File: src/rtl/loader_pkg.sv
// Shared types and constants for the cpu program loader: FSM encoding,
// header field placement and per-memory address shifts.
package loader_pkg;

  typedef enum logic [3:0] {
    S_IDLE,
    S_I_HDR,
    S_I_LOAD,
    S_D_HDR,
    S_D_LO,
    S_D_HI,
    S_R_HDR,
    S_RUN,
    S_DONE,
    S_ERR
  } state_t;

  // Header beats carry their count in the low bits of the stream word.
  localparam int HDR_CNT_LSB = 0;

  localparam int IMEM_SHIFT = 2;
  localparam int DMEM_SHIFT = 3;

endpackage

File: src/rtl/loader_beat_counter.sv
// Loadable down-counter; saturates at zero and flags zero / one-remaining.
module loader_beat_counter #(
  parameter int W = 32
) (
  input  logic         clk,
  input  logic         srst,
  input  logic         load,
  input  logic [W-1:0] load_val,
  input  logic         dec,
  output logic [W-1:0] count,
  output logic         zero,
  output logic         last
);

  always_ff @(posedge clk) begin
    if (srst)                count <= '0;
    else if (load)           count <= load_val;
    else if (dec && !zero)   count <= count - 1'b1;
  end

  assign zero = (count == '0);
  assign last = (count == W'(1));

endmodule

File: src/rtl/cpu_program_loader.sv
// Streams a program image into cpu imem/dmem, then runs the cpu for a
// programmed number of cycles. The cpu stays disabled for the whole load.
module cpu_program_loader
  import loader_pkg::*;
#(
  parameter int IMEM_WORDS = 512,
  parameter int DMEM_WORDS = 1024,
  parameter int CNT_W      = 32
) (
  input  logic        clk,
  input  logic        srst,
  input  logic        s_valid,
  input  logic [31:0] s_data,
  output logic        s_ready,
  output logic [63:0] addr_ext,
  output logic        wen_ext,
  output logic        ren_ext,
  output logic [31:0] wdata_ext,
  output logic [63:0] addr_ext_2,
  output logic        wen_ext_2,
  output logic        ren_ext_2,
  output logic [63:0] wdata_ext_2,
  output logic        enable,
  output logic        busy,
  output logic        done,
  output logic        err
);

  state_t state, state_nx;

  logic [CNT_W-1:0] hdr;
  logic [CNT_W-1:0] idx;
  logic [31:0]      lo_half;
  logic             fire, i_fire, lo_fire, hi_fire;
  logic             wc_load, wc_dec, wc_zero, wc_last;
  logic             rc_load, rc_dec, rc_zero, rc_last;
  logic [CNT_W-1:0] wc_count, rc_count;

  assign hdr     = s_data[HDR_CNT_LSB +: CNT_W];
  assign fire    = s_valid & s_ready;
  assign i_fire  = fire && (state == S_I_LOAD);
  assign lo_fire = fire && (state == S_D_LO);
  assign hi_fire = fire && (state == S_D_HI);

  assign wc_load = fire && ((state == S_I_HDR) || (state == S_D_HDR));
  assign wc_dec  = i_fire | hi_fire;
  assign rc_load = fire && (state == S_R_HDR);
  assign rc_dec  = (state == S_RUN);

  loader_beat_counter #(.W(CNT_W)) u_word_cnt (
    .clk      (clk),
    .srst     (srst),
    .load     (wc_load),
    .load_val (hdr),
    .dec      (wc_dec),
    .count    (wc_count),
    .zero     (wc_zero),
    .last     (wc_last)
  );

  loader_beat_counter #(.W(CNT_W)) u_run_cnt (
    .clk      (clk),
    .srst     (srst),
    .load     (rc_load),
    .load_val (hdr),
    .dec      (rc_dec),
    .count    (rc_count),
    .zero     (rc_zero),
    .last     (rc_last)
  );

  always_ff @(posedge clk) begin
    if (srst) state <= S_IDLE;
    else      state <= state_nx;
  end

  always_comb begin
    state_nx = state;
    case (state)
      S_IDLE:   if (s_valid) state_nx = S_I_HDR;
      S_I_HDR:  if (fire) begin
                  if (hdr > CNT_W'(IMEM_WORDS)) state_nx = S_ERR;
                  else if (hdr == '0)           state_nx = S_D_HDR;
                  else                          state_nx = S_I_LOAD;
                end
      S_I_LOAD: if (fire && (wc_last || wc_zero)) state_nx = S_D_HDR;
      S_D_HDR:  if (fire) begin
                  if (hdr > CNT_W'(DMEM_WORDS)) state_nx = S_ERR;
                  else if (hdr == '0)           state_nx = S_R_HDR;
                  else                          state_nx = S_D_LO;
                end
      S_D_LO:   if (fire) state_nx = S_D_HI;
      S_D_HI:   if (fire) state_nx = (wc_last || wc_zero) ? S_R_HDR : S_D_LO;
      S_R_HDR:  if (fire) state_nx = S_RUN;
      // A zero cycle budget never reaches last, so the cpu runs until srst.
      S_RUN:    if (!rc_zero && rc_last) state_nx = S_DONE;
      S_DONE:   state_nx = S_DONE;
      S_ERR:    state_nx = S_ERR;
      default:  state_nx = S_IDLE;
    endcase
  end

  always_comb begin
    s_ready = 1'b0;
    busy    = 1'b1;
    done    = 1'b0;
    err     = 1'b0;
    enable  = 1'b0;
    case (state)
      S_IDLE:  busy = 1'b0;
      S_I_HDR, S_I_LOAD, S_D_HDR, S_D_LO, S_D_HI, S_R_HDR: s_ready = 1'b1;
      S_RUN:   enable = 1'b1;
      S_DONE:  begin busy = 1'b0; done = 1'b1; end
      S_ERR:   begin busy = 1'b0; err  = 1'b1; end
      default: busy = 1'b0;
    endcase
  end

  // One index serves both phases; it restarts at each count header.
  always_ff @(posedge clk) begin
    if (srst)                   idx <= '0;
    else if (wc_load)           idx <= '0;
    else if (i_fire || hi_fire) idx <= idx + 1'b1;
  end

  always_ff @(posedge clk) begin
    if (srst)         lo_half <= '0;
    else if (lo_fire) lo_half <= s_data;
  end

  always_ff @(posedge clk) begin
    if (srst) begin
      wen_ext     <= 1'b0;
      addr_ext    <= '0;
      wdata_ext   <= '0;
      wen_ext_2   <= 1'b0;
      addr_ext_2  <= '0;
      wdata_ext_2 <= '0;
    end else begin
      wen_ext   <= i_fire;
      wen_ext_2 <= hi_fire;
      if (i_fire) begin
        addr_ext  <= 64'(idx) << IMEM_SHIFT;
        wdata_ext <= s_data;
      end
      if (hi_fire) begin
        addr_ext_2  <= 64'(idx) << DMEM_SHIFT;
        wdata_ext_2 <= {s_data, lo_half};
      end
    end
  end

  assign ren_ext   = 1'b0;
  assign ren_ext_2 = 1'b0;

endmodule

File: config.mk
export PLATFORM = sky130hd
export DESIGN_NAME = cpu_program_loader
export DESIGN_NICKNAME = d
export VERILOG_FILES = /design/src/rtl/loader_pkg.sv /design/src/rtl/loader_beat_counter.sv /design/src/rtl/cpu_program_loader.sv
export SDC_FILE = /design/constraint.sdc
export NUM_CORES = 1
export LEC_CHECK = 0
export BUFFER_PORTS_ARGS = -buffer_cell sky130_fd_sc_hd__buf_2
export CAP_MARGIN = 10
export CORE_ASPECT_RATIO = 2
export CORE_MARGIN = 3
export CORE_UTILIZATION = 35
export DETAILED_ROUTE_END_ITERATION = 16
export REMOVE_ABC_BUFFERS = 1
export SYNTH_ARGS = -nofsm -noshare
export SYNTH_HDL_FRONTEND = slang
export SYNTH_SLANG_ARGS = --single-unit
File: constraint.sdc
create_clock -name clk -period 3.1 [get_ports clk]
set_clock_uncertainty 0.05 [all_clocks]
set_input_delay 0.31 -clock clk [delete_from_list [all_inputs] [get_ports clk]]
set_output_delay 0.31 -clock clk [all_outputs]
set_load 0.01 [all_outputs]
[Yosys cells after proc, flatten, opt, wreduce, memory -nomap -nowiden]
Index checks and enable logic that the tools add are counted.
Storage, ports and cells
  output and inout port bits: 233
  input port bits: 35
  flip-flop bits (word level): 294
Cells by class
  reductions and logical operators: 24
  add/sub/neg operators: 3
  bitwise gates (word level): 2
  equality and inequality tests: 19
  muxes and demuxes: 23
  magnitude comparators: 2
Operators with widths (count)
  $mux W32: 4
  $logic_not A32 Y1: 3
  $eq A32 B1 Y1 const B: 2
  $sub A32 B1 Y32 const B: 2
  $mux W4: 10
  $pmux W4 S10: 1
  $add A32 B1 Y32 const B: 1
  $gt A32 B10 Y1 const B: 1
  $gt A32 B11 Y1 const B: 1
  $eq A4 B3 Y1 const B: 4
  $ne A2 B2 Y1 const B: 7
  $logic_and A1 B1 Y1: 9
  $eq A4 B2 Y1 const B: 2
  $eq A4 B4 Y1 const B: 2
  $reduce_and A8 Y1: 1
  $reduce_or A7 Y1: 1
  $mux W1: 6
  $reduce_or A6 Y1: 1
  $eq A4 B1 Y1 const B: 1
  $logic_not A4 Y1: 1
  $mux W2: 2
  $reduce_bool A2 Y1: 2
  $logic_or A1 B1 Y1: 3
  $logic_not A1 Y1: 2
  4 further kinds: 4

[Longest topological paths before layout]
  depth after elaboration: 9
  gate-level depth with buffers: 9
  gate-level depth less buffers: 8

[By module]
Synthesis repeated with hierarchy kept, for this count alone.
Second synthesis, totals
  cells, all modules: 1651
  area total of the unflattened synthesis: 13295.3 um2
Modules (own cells, without submodules)
  cpu_program_loader: sequential area each 4604.4 um2, area each 9118.7 um2, times used 1, cells an instance 1157
  loader_beat_counter: sequential area each 640.6 um2, area each 2088.3 um2, times used 2, cells an instance 247

[Worst setup path after synthesis]
Ideal clock, no wire load.
  path kind: flip-flop to flip-flop
  start: register u_run_cnt.count[13]
  end: register u_run_cnt.count[27]
  data required time: 2.918 ns
  setup slack: 0.865 ns
  data arrival time: 2.053 ns
  setup time: 0.132 ns
  buffers on the path: 1
  stages on the path, launching flop included: 8
  cells stage by stage: dfxtp_1 -> or4_4 -> or2_4 -> nor4_4 -> nor2_2 -> buf_2 -> a32oi_1 -> a21oi_1
On the way
  longest elaborated chain between the ends: 4
  elaborated cells on any way between the ends: 7
  those cells by class: add/sub: 1; mux: 2; reduce/logical: 4
Ends and longest elaborated chain
  from (decl): RTL line loader_beat_counter.sv:10  | output logic [W-1:0] count,
  from (signal assigned): RTL line loader_beat_counter.sv:17  | else if (load) count <= load_val;
  from (signal assigned): RTL line loader_beat_counter.sv:18  | else if (dec && !zero) count <= count - 1'b1;
  branches (longest 4 deep; another with $sub A32 B1 Y32)
Parallel ways; which one is timed is not known. The select of a mux whose other input is x is not followed.
A chain may end at the register's enable or synchronous reset.

[Worst setup path in the final report]
  start: register u_word_cnt.count[16]
  end: register u_word_cnt.count[19]
On the way
  longest elaborated chain between the ends: 4
  elaborated cells on any way between the ends: 7
  those cells by class: add/sub: 1; mux: 2; reduce/logical: 4
Ends and longest elaborated chain (RTL line)
  from (decl): loader_beat_counter.sv:10
  from (signal assigned): loader_beat_counter.sv:17
  from (signal assigned): loader_beat_counter.sv:18
  branches (longest 4 deep; another with $sub A32 B1 Y32)
Parallel ways; which one is timed is not known. The select of a mux whose other input is x is not followed.

==> results <==
- The die height is between 200 and 300 microns.
- In the post-synthesis netlist, the biggest area contributors are sky130_fd_sc_hd__dfxtp_1 (46%), sky130_fd_sc_hd__nand2_1 (13%), sky130_fd_sc_hd__a21oi_1 (9.1%), sky130_fd_sc_hd__buf_4 (3.9%), sky130_fd_sc_hd__clkbuf_1 (2.7%).
- The number of gates resized after CTS was 0.
- The final cell count without fillers is 2,271.
- The startpoint type of the worst setup path is a flop.
- The total vias in the final route is approximately 12,000.
- The die width is around 140 microns.
- The compound-cell area share of the yosys netlist is 0.172.
- After synthesis, the share of cell area in mux cells is 0.00428.
- The largest total area in the synthesized netlist belongs to sky130_fd_sc_hd__dfxtp_1.
- After the first detailed-routing iteration, the DRC count stood at around 720.
- After floorplanning, the core was divided into 98 placement rows.
- The commonest cells after synthesis are sky130_fd_sc_hd__nand2_1 (454), sky130_fd_sc_hd__dfxtp_1 (294), sky130_fd_sc_hd__a21oi_1 (233).
- In the routed design, unresolved DRC markers number 0.
- After synthesis, the mean cell area works out to between 7 and 8 sq um.
- The count of max-cap constraint violations is 0.
- Total power for the finished layout comes to just under 8 mW.
- The first-pass GRT wire length is ~65 mm.
- The total CTS buffers is 29.
- The post-place setup slack is around 0.46 ns.
- The part of the power in the clock network is 0.436.
- The clock insertion delay at the later pin of the skew report is 0.58 ns.
- The via count normalized by instance count is roughly 5.3.
- Wires add up to just over 40 mm.
- The pin count of the biggest net entering global routing is 87.
- The wire-length estimate of the detail-placed layout is about 29 mm.
- Of the total power, the share spent switching nets is 0.256.
- The cell-internal power is a little under 6 mW.
- The worst setup path is of the reg -> reg kind.
- The share of total power dissipated in sequential elements is 0.492.
- In the post-synthesis netlist, the cell with the most instances is sky130_fd_sc_hd__nand2_1.
- By area, the combinational part of the netlist is dominated by simple AND/OR/NAND/NOR gates.
- The slew at the pin closest to its max-slew limit is 0.965 ns.
- The via count of the first global-routing pass is approximately 11,000.
- The analysis attributes to cell leakage a power of 5.64 nW.
- The area of the core is 36,000 sq um.
- The worst path setup slack after routing is 0.375 ns.
- Once detail routing completed, the nets flagged for antenna violations numbered 0.
- The CTS tree is done.
- The cell count after placement is about 2,200.
- Derived from the worst setup path, the maximum achievable clock frequency is between 0.3 and 0.4 GHz.
- For this run the aggregate overflow at the end of global routing stands at 0.
- The filler cells instantiated in the layout total 3,738.
- The data arrival time at the worst-slack endpoint is ~3.2 ns.
- After clock tree synthesis, the clock-pin slew on the worst setup and hold paths is about 0.06 ns.
- Setup repair after global routing left no endpoint under its margin.
- The worst path in the final design needs a cycle of 2.73 ns, including I/O delays and setup.
- In the finished design, the share of the clock period the worst path needs comes to 0.879.
- The number of enable flip-flop cells after synthesis is 0.
- The number of antenna violations at the first check in global routing came to 3.
- Clock tree synthesis found a total of approximately 290 sinks.
- The fraction of final layout cells with drive strength greater than 1 is 0.170.
- The relative area change from synthesis to final layout is 16.7%.
- In this run the count of I/O pins placed on the die edge is 268.
- The sequential fraction of the synthesis area is 0.458.
- The worst-case headroom to the max-slew limit is 0.356.
- For this run, the total global-route usage over all layers was measured as 0.206.
- Setup violations remaining at the end of the flow were counted as 0.
- The area of the die is around 39,000 sq um.
- The depth of the CTS H-tree is 1.
- In this run the power density over the cells is 523 nW/um^2.
- The simple-gate share of the synthesized area is 0.261.
- The adder-cell share of the synthesized area is 0.00564.
- The first detailed-routing pass ran for 6 iterations.
- The share of total power dissipated in combinational logic is 0.072.
- Of the total synthesized cell area, the portion taken by XOR and XNOR cells is 0.0238.
- Of all nets on the critical path, the largest fanout is 8.
- The flip-flop and latch count after synthesis is between 200 and 300.
- The master cell of the clock root buffer is sky130_fd_sc_hd__clkbuf_16.
- Of the post-synthesis cell area, the dominant cell type holds 0.458.
- For this run, the number of Yosys warnings is 0.
- The congestion estimate from routability-driven global placement came to just over 0.9.
- The run finished with clean final reports.
- The detailed-route wire length per cell is between 15 and 20 microns.
- The synthesized cell area is around 13,000 sq um.
- For the worst setup path, the data required time is around 3.5 ns.
- STA classifies the critical path endpoint as a flop.
- The class of the worst hold path is in -> reg.
- The number of cells produced by synthesis is roughly 1,600.
- The count of nets after finishing is 1,838.
- For this design the total switching power over the nets is between 2 and 2.5 mW.
- The area used by multi-input combinational logic is approximately 6300 sq um.
- The clock passes through at most 3 buffers.
- In the synthesized netlist the async set-or-reset flop fraction comes to 0.
- The final-report hold violation count is 0.
- The peak supply drop is ~0.00046 V.
- The register area is 5890 sq um.
- For this run, the leading register cell type out of synthesis is sky130_fd_sc_hd__dfxtp_1.
- Port buffering added 201 buffers.
- For this configuration, the core starts out at a cell density of 0.357.
- Counting distinct cell types in the post-synthesis netlist gives between 70 and 80.
- The count of final max-slew check failures is 0.
layout make-up:
class	count	share of cell area
clock buffer	42	0.0529
tap	450	0.0375
antenna	2	0.000333
inverter	18	0.00450
multi-input combinational	1221	0.418
timing repair buffer	234	0.0884
sequential	294	0.392
clock inverter	10	0.00633
power by group through the flow:
stage	combinational (mW)	sequential, mW	clock, mW
2_1_floorplan	0.308	3.93	0
3_3_place_gp	0.554	3.95	0
3_5_place_dp	0.561	3.95	0
4_1_cts	0.564	3.86	3.52
5_1_grt	0.619	3.87	3.65
6_report	0.564	3.87	3.42
cell usage in the layout, fill, tap and decap left out, types with 18 or more instances in the layout:
cell / count
sky130_fd_sc_hd__clkbuf_16: 29
sky130_fd_sc_hd__nand2_1: 453
sky130_fd_sc_hd__buf_4: 27
sky130_fd_sc_hd__buf_2: 200
sky130_fd_sc_hd__nand4_1: 27
sky130_fd_sc_hd__or3_1: 21
sky130_fd_sc_hd__a21oi_1: 233
sky130_fd_sc_hd__nor2_1: 84
sky130_fd_sc_hd__dfxtp_1: 294
sky130_fd_sc_hd__nand3_1: 33
sky130_fd_sc_hd__conb_1: 66
sky130_fd_sc_hd__o21ai_0: 21
sky130_fd_sc_hd__a31oi_1: 22
sky130_fd_sc_hd__xor2_1: 19
sky130_fd_sc_hd__inv_1: 18
sky130_fd_sc_hd__nor3_1: 27
repair_timing:
action,CTS,global route
hold buffers,1,0
hold endpoints to repair,1,0
setup buffers,0,0
path summary, 6_finish.rpt:
| path | slack, ns | from | to | cells past startpoint |
|---|---|---|---|---|
| worst min register to register | 0.40 | wdata_ext_2[57] | wdata_ext_2[57] | 2 |
| worst max-delay path | 0.37 | u_word_cnt.count[16] | u_word_cnt.count[19] | 7 |
| worst max register to register | 0.37 | u_word_cnt.count[16] | u_word_cnt.count[19] | 7 |
| worst min-delay path | 0.02 | s_data[27] | wdata_ext[27] | 3 |
metrics by stage:
| stage | cell area [sq um] | TNS [ns] | hold WS (ns) | util |
|---|---|---|---|---|
| 2_1_floorplan | 12200 | -309.69 | 0.329 | - |
| 3_3_place_gp | 14100 | 0 | 0.386 | 0.391 |
| 3_5_place_dp | 14100 | 0 | 0.391 | 0.391 |
| 4_1_cts | 15000 | 0 | 0.00184 | 0.416 |
| 5_1_grt | 15000 | 0 | 0.00676 | 0.416 |
| 6_report | 15000 | 0 | 0.0215 | 0.417 |
logic make-up after synthesis:
| family | after synthesis |
|---|---|
| xor gates and xnor gates | 35 |
| adders and majority gates | 6 |
| buffers and inverters | 191 |
| muxes | 5 |
| AOI/OAI and AO/OA | 369 |
| other | 1 |
| and+or+nand+nor | 740 |
| DFF | 294 |
critical path, stage by stage, from the launching register on:
cell	delay, ns
sky130_fd_sc_hd__dfxtp_1	0.35
sky130_fd_sc_hd__or3_4	0.43
sky130_fd_sc_hd__nor4_1	0.47
sky130_fd_sc_hd__nand4_1	0.41
sky130_fd_sc_hd__buf_4	0.29
sky130_fd_sc_hd__or3b_1	0.19
sky130_fd_sc_hd__mux2_1	0.31
sky130_fd_sc_hd__a21oi_1	0.15
metal layers:
layer / track usage / vias to the layer above / share of wire
met4: 0.0995 / 2 / 0.049
li1: - / 5815 / -
met1: 0.223 / 5677 / 0.37
met2: 0.382 / 374 / 0.53
met5: 0 / - / 0.00031
met3: 0.0287 / 111 / 0.048
registers in the layout (all words and copies together), names as in the netlist:
name / flops
idx: 32
u_word_cnt.count: 32
state: 4
addr_ext_2: 32
addr_ext: 32
lo_half: 32
wdata_ext: 32
wdata_ext_2: 64
wen_ext_2: 1
wen_ext: 1
u_run_cnt.count: 32
No activity file was read; power rests on OpenSTA's default activity.
